File: src/rtl/bch_decode_ctrl.sv
`default_nettype none
// ---------------------------------------------------------------------------
// bch_decode_ctrl : BCH(31,k,T=3) decode sequencer (syndrome -> BM -> Chien)
// Rev 1.0
// ---------------------------------------------------------------------------
module bch_decode_ctrl #(
   parameter int N          = 31,
   parameter int m          = 5,
   parameter int T          = 3,
   parameter int BM_TIMEOUT = 64,
   parameter int CS_TIMEOUT = 64
) (
   input  logic             clk,
   input  logic             reset_n,
   input  logic             in_valid,
   output logic             in_ready,
   input  logic [N-1:0]     in_word,
   output logic [N-1:0]     syn_r,
   input  logic [2*T*m-1:0] syndromes,
   output logic             bm_reset,
   input  logic             bm_done,
   input  logic [3:0]       bm_L,
   output logic             cs_start,
   input  logic             cs_done,
   input  logic [3:0]       cs_root_cnt,
   input  logic [N-1:0]     cs_err_mask,
   output logic             out_valid,
   input  logic             out_ready,
   output logic [N-1:0]     out_word,
   output logic [3:0]       out_nerr,
   output logic             out_fail,
   output logic             busy
);

   localparam int TMAX = (BM_TIMEOUT > CS_TIMEOUT) ? BM_TIMEOUT : CS_TIMEOUT;
   localparam int CW   = (TMAX > 2) ? $clog2(TMAX) : 1;
   localparam logic [CW-1:0] BM_LAST = CW'(BM_TIMEOUT - 1);
   localparam logic [CW-1:0] CS_LAST = CW'(CS_TIMEOUT - 1);
   localparam logic [3:0]    T_L     = 4'(T);

   typedef enum logic [2:0] {
      IDLE     = 3'd0,
      SYN      = 3'd1,
      BM_RST   = 3'd2,
      BM_WAIT  = 3'd3,
      CS_START = 3'd4,
      CS_WAIT  = 3'd5,
      OUT      = 3'd6
   } state_t;

   state_t        state_q, state_d;
   logic [N-1:0]  syn_q, syn_d;
   logic [N-1:0]  word_q, word_d;
   logic [3:0]    nerr_q, nerr_d;
   logic [3:0]    l_q, l_d;
   logic          fail_q, fail_d;
   logic          valid_q, valid_d;
   logic          cs_start_q, cs_start_d;
   logic [CW-1:0] cnt_q, cnt_d;

   always_comb begin
      state_d    = state_q;
      syn_d      = syn_q;
      word_d     = word_q;
      nerr_d     = nerr_q;
      l_d        = l_q;
      fail_d     = fail_q;
      valid_d    = valid_q;
      cs_start_d = 1'b0;
      cnt_d      = cnt_q;

      case (state_q)
         IDLE: begin
            if (in_valid) begin
               syn_d   = in_word;
               cnt_d   = '0;
               state_d = SYN;
            end
         end
         SYN: begin
            if (syndromes == '0) begin
               word_d  = syn_q;
               nerr_d  = 4'd0;
               fail_d  = 1'b0;
               valid_d = 1'b1;
               state_d = OUT;
            end else begin
               state_d = BM_RST;
            end
         end
         BM_RST: begin
            state_d = BM_WAIT;
         end
         BM_WAIT: begin
            // A done arriving on the timeout edge still takes the success path.
            if (bm_done) begin
               l_d = bm_L;
               if ((bm_L > T_L) || (bm_L == 4'd0)) begin
                  word_d  = syn_q;
                  nerr_d  = bm_L;
                  fail_d  = 1'b1;
                  valid_d = 1'b1;
                  state_d = OUT;
               end else begin
                  cs_start_d = 1'b1;
                  state_d    = CS_START;
               end
            end else if (cnt_q == BM_LAST) begin
               word_d  = syn_q;
               nerr_d  = 4'd0;
               fail_d  = 1'b1;
               valid_d = 1'b1;
               state_d = OUT;
            end else begin
               cnt_d = cnt_q + 1'b1;
            end
         end
         CS_START: begin
            cnt_d   = '0;
            state_d = CS_WAIT;
         end
         CS_WAIT: begin
            if (cs_done) begin
               nerr_d  = l_q;
               valid_d = 1'b1;
               state_d = OUT;
               if (cs_root_cnt == l_q) begin
                  word_d = syn_q ^ cs_err_mask;
                  fail_d = 1'b0;
               end else begin
                  word_d = syn_q;
                  fail_d = 1'b1;
               end
            end else if (cnt_q == CS_LAST) begin
               word_d  = syn_q;
               nerr_d  = l_q;
               fail_d  = 1'b1;
               valid_d = 1'b1;
               state_d = OUT;
            end else begin
               cnt_d = cnt_q + 1'b1;
            end
         end
         OUT: begin
            if (out_ready) begin
               valid_d = 1'b0;
               state_d = IDLE;
            end
         end
         default: begin
            valid_d = 1'b0;
            state_d = IDLE;
         end
      endcase
   end

   always_ff @(posedge clk or negedge reset_n) begin
      if (!reset_n) begin
         state_q    <= IDLE;
         syn_q      <= '0;
         word_q     <= '0;
         nerr_q     <= '0;
         l_q        <= '0;
         fail_q     <= 1'b0;
         valid_q    <= 1'b0;
         cs_start_q <= 1'b0;
         cnt_q      <= '0;
      end else begin
         state_q    <= state_d;
         syn_q      <= syn_d;
         word_q     <= word_d;
         nerr_q     <= nerr_d;
         l_q        <= l_d;
         fail_q     <= fail_d;
         valid_q    <= valid_d;
         cs_start_q <= cs_start_d;
         cnt_q      <= cnt_d;
      end
   end

   // BM stays in reset until the syndromes are known to be non-zero.
   assign in_ready  = (state_q == IDLE);
   assign busy      = (state_q != IDLE);
   assign bm_reset  = (state_q == IDLE) || (state_q == SYN) || (state_q == BM_RST);
   assign syn_r     = syn_q;
   assign cs_start  = cs_start_q;
   assign out_valid = valid_q;
   assign out_word  = word_q;
   assign out_nerr  = nerr_q;
   assign out_fail  = fail_q;

endmodule
`default_nettype wire

File: config.mk
export PLATFORM = sky130hd
export DESIGN_NAME = bch_decode_ctrl
export DESIGN_NICKNAME = d
export VERILOG_FILES = /design/src/rtl/bch_decode_ctrl.sv
export SDC_FILE = /design/constraint.sdc
export NUM_CORES = 1
export LEC_CHECK = 0
export ABC_AREA = 1
export CAP_MARGIN = 20
export CORE_ASPECT_RATIO = 0.75
export CORE_MARGIN = 10
export CORE_UTILIZATION = 45
export DETAILED_ROUTE_END_ITERATION = 8
export PLACE_DENSITY = 0.87
export SLEW_MARGIN = 10
export SYNTH_ARGS = -nofsm -noshare
export SYNTH_HDL_FRONTEND = slang
export SYNTH_SLANG_ARGS = --single-unit
File: constraint.sdc
create_clock -name clk -period 1.9 [get_ports clk]
set_clock_uncertainty 0.2 [all_clocks]
set_input_delay 0.285 -clock clk [delete_from_list [all_inputs] [get_ports clk]]
set_output_delay 0.285 -clock clk [all_outputs]
set_load 0.02 [all_outputs]
==> flow_metrics.py <==
metrics = {
    "status": {
        "outcome": "finished, violations left",
        "violations": "setup timing",
    },
    "power": {
        "power_density_nw_per_um2": 1670,
        "cellLeakagePower_nw": 3.840,
        "peakVddDrop_uv": 994.7,
    },
    "synthesis": {
        "synthSimpleGateAreaFrac": 0.3527,
        "synth-compound-area-share": 0.09392,
        "synth_mux_area_frac": 0.02161,
        "synth.avg_cell_area_sq_um": 7.031,
        "synth-adder-area-share": 0.002668,
        "yosysSeqAreaShare": 0.4376,
        "synthXorXnorAreaFrac": 0.005603,
        "ys_types": 29,
        "netlist_area_sq_um": 4689,
        "synth-seq-cells": 82,
        "yosys_warnings": 0,
        "synth_top_family_by_area": "simple AND/OR/NAND/NOR gates",
        "syn-num-nets": 774,
        "synthCells": 667,
    },
    "global_routing": {
        "grt_first_pass_wirelength_mm": 25.79,
        "grt.overflow.total": 0,
        "grt_pass1_vias": 5163,
        "gr-usage-all-layers": 0.2146,
        "grt_antenna_before_repair": 1,
        "grt_max_degree": 35,
    },
    "routing": {
        "drt_iter0_drc": 515,
        "viasPerCell": 5.401,
        "detail_route.wirelength_mm": 19.44,
        "post_drt_wl_per_cell_um": 18.60,
        "final_antenna_net_count": 0,
        "vias": 5644,
        "drc": 0,
        "dr.pass1.iters": 5,
    },
    "cells_and_area": {
        "area_growth_pct": 67.64,
        "final_cell_mix": "224 x nand2_1, 159 x clkdlybuf4s50_1, 80 x dfrtp_1, 67 x nor2_1, 57 x inv_1",
        "drive_above_1_share": 0.1850,
        "layout_commonest_cell": "nand2_1",
        "nets": 1010,
    },
    "timing": {
        "slew_headroom": 0.7522,
        "worst_slack_ps": -126.6,
        "worst_pin_slew_ps": 371.7,
        "drv_slew": 0,
        "hold_slack_ps": 182.2,
        "finalSetupViolCount": 35,
        "fmax_ghz": 0.4934,
        "finalCriticalPeriod_ps": 2027,
        "rsz0062_at_grt": "true",
        "fin_crit_sh": 1.067,
        "hold_violations": 0,
        "fin_tns_setup_ps": -1527,
    },
    "critical_path": {
        "crit_type": "flop to flop",
        "path_max_fanout": 6,
        "crit_chain": "ha_4 > nand2_2 > nor3_4 > a21oi_4 > buf_6 > clkbuf_16 > nand2_2 > nand2_1 > nand2_1 > nand2_1 > nand2_1",
        "arrival_ps": 2100,
        "rrSetupSlack_ps": -130,
        "critPathMaxStageDelay_ps": 410,
        "cp-start-kind": "flop",
        "cp_data_required_time_ps": 1970,
        "crit_slowest_cell": "dfrtp_1",
        "end_kind": "flop",
        "path_common_cell": "nand2_1",
    },
    "die": {
        "core_sq_um": 10210,
        "die_y_um": 108.4,
        "rows": 32,
        "dieWidth_um": 137.9,
        "initial_utilization": 0.4593,
        "dieArea_sq_um": 14950,
        "ios": 178,
    },
    "clock_network": {
        "cts_max_level": 3,
        "root_buffer": "clkbuf_16",
        "clock_sinks": 82,
        "clk_latency_ps": 340,
        "clock_path_buffers": 2,
        "cts.clk_slew.worst_paths_ps": 60,
        "cts_buffers": 9,
        "cts_tree": "built",
    },
    "place": {
        "dp.final_hpwl_mm": 12.25,
        "portBuffers": 177,
        "gp_congestion": 0.8869,
    },
    "flow_run": {
        "maxCapViolations": 0,
    },
    "worst_hold_path": {
        "min_path_type": "input pin to async pin",
    },
}
[cell families (layout without fill, tap and decap cells)]
logic type               count (synthesis)  after routing
AO/OA/AOI/OAI                           84             84
XOR/XNOR                                 3              3
adder cells (fa/ha/maj)                  1              1
buffers and inverters                   94            335
flip-flops                              82             82
multiplexers                             9              9
other                                    0              1
AND/OR/NAND/NOR                        394            394
[flip-flops by register name (all words and copies together) (netlist names)]
name	cells
cnt_q	6
cs_start	1
l_q	4
out_fail	1
out_nerr	4
out_valid	1
out_word	31
state_q	3
syn_r	31
[synth_stat cells, drive strengths merged]
library cell / count / area share
nand2: 253 / 0.21
dfrtp: 82 / 0.44
nor2: 78 / 0.070
inv: 67 / 0.054
a21oi: 42 / 0.046
nand3: 38 / 0.042
o21ai: 38 / 0.041
buf: 24 / 0.030
nand4: 20 / 0.027
mux2: 9 / 0.022
nor3: 4 / 0.0064
clkbuf: 3 / 0.0024
xor2: 3 / 0.0056
a211oi: 1 / 0.0016
ha: 1 / 0.0027
o211a: 1 / 0.0021
o211ai: 1 / 0.0016
o21a: 1 / 0.0016
or2: 1 / 0.0013
[layout make-up]
cell class / instances / area (sq um)
Clock buffer: 12 / 246.5
Fill cell: 708 / 2349
Multi-Input combinational cell: 491 / 2450
Inverter: 67 / 272.8
Antenna cell: 1 / 2.502
Clock inverter: 4 / 27.53
Timing Repair Buffer: 250 / 2628
Tap cell: 136 / 170.2
Timing Repair inverter: 2 / 10.01
Sequential cell: 82 / 2054
[where the power goes]
part / switching (mW) / leakage, nW / internal [mW]
clock network: 0.707 / 0.125 / 0.920
registers: 0.712 / 0.967 / 2.60
logic: 4.58 / 2.75 / 3.62
total: 6.00 / 3.84 / 7.13
[metal layers]
layer | GRT usage | routed length [um] | up-vias
li1 | - | - | 2596
met1 | 0.2624 | 7743 | 2679
met2 | 0.3502 | 8977 | 314
met3 | 0.07831 | 2129 | 55
met4 | 0.05869 | 591 | 0
met5 | 0 | 0 | -
[worst max-delay path: cells and delay by family, from the launching register on]
kind | cells | cell delay (ps)
AO/OA/AOI/OAI | 1 | 110
adder cells (fa/ha/maj) | 1 | 180
buffers and inverters | 2 | 320
flip-flops | 1 | 410
AND/OR/NAND/NOR | 7 | 740
[stage by stage]
stage	power [mW]	cell area (sq um)	setup WS (ps)	std cells	utilization
final	13.13	7861	-126.6	1045	0.7700
after floorplan	7.025	4690	71.11	667	-
after global routing	13.90	7861	-174.5	1045	0.7700
after global placement	10.05	6908	-207.9	997	0.6766
after CTS	11.93	7218	-11.09	1015	0.7070
after detailed placement	10.24	6908	-272.0	997	0.6766
[worst paths after layout]
kind | startpoint | end | depth (start not counted)
min in group clk | out_word[11] | out_word[11] | 2
max in group asynchronous | reset_n | out_nerr[1] | 3
max | cnt_q[1] | out_word[16] | 11
min reg2reg | out_word[11] | out_word[11] | 2
min | reset_n | out_word[12] | 2
max reg2reg | cnt_q[1] | out_word[16] | 11
[timing repair]
item / 4_1_cts / 5_1_grt
pin swaps: 1 / 34
resized for setup: 15 / 90
setup endpoints to repair: 34 / 58
hold endpoints to repair: 42 / 0
gates cloned: 0 / 12
setup buffers: 1 / 17
hold buffers: 1 / 0
No activity file was read; power rests on OpenSTA's default activity.
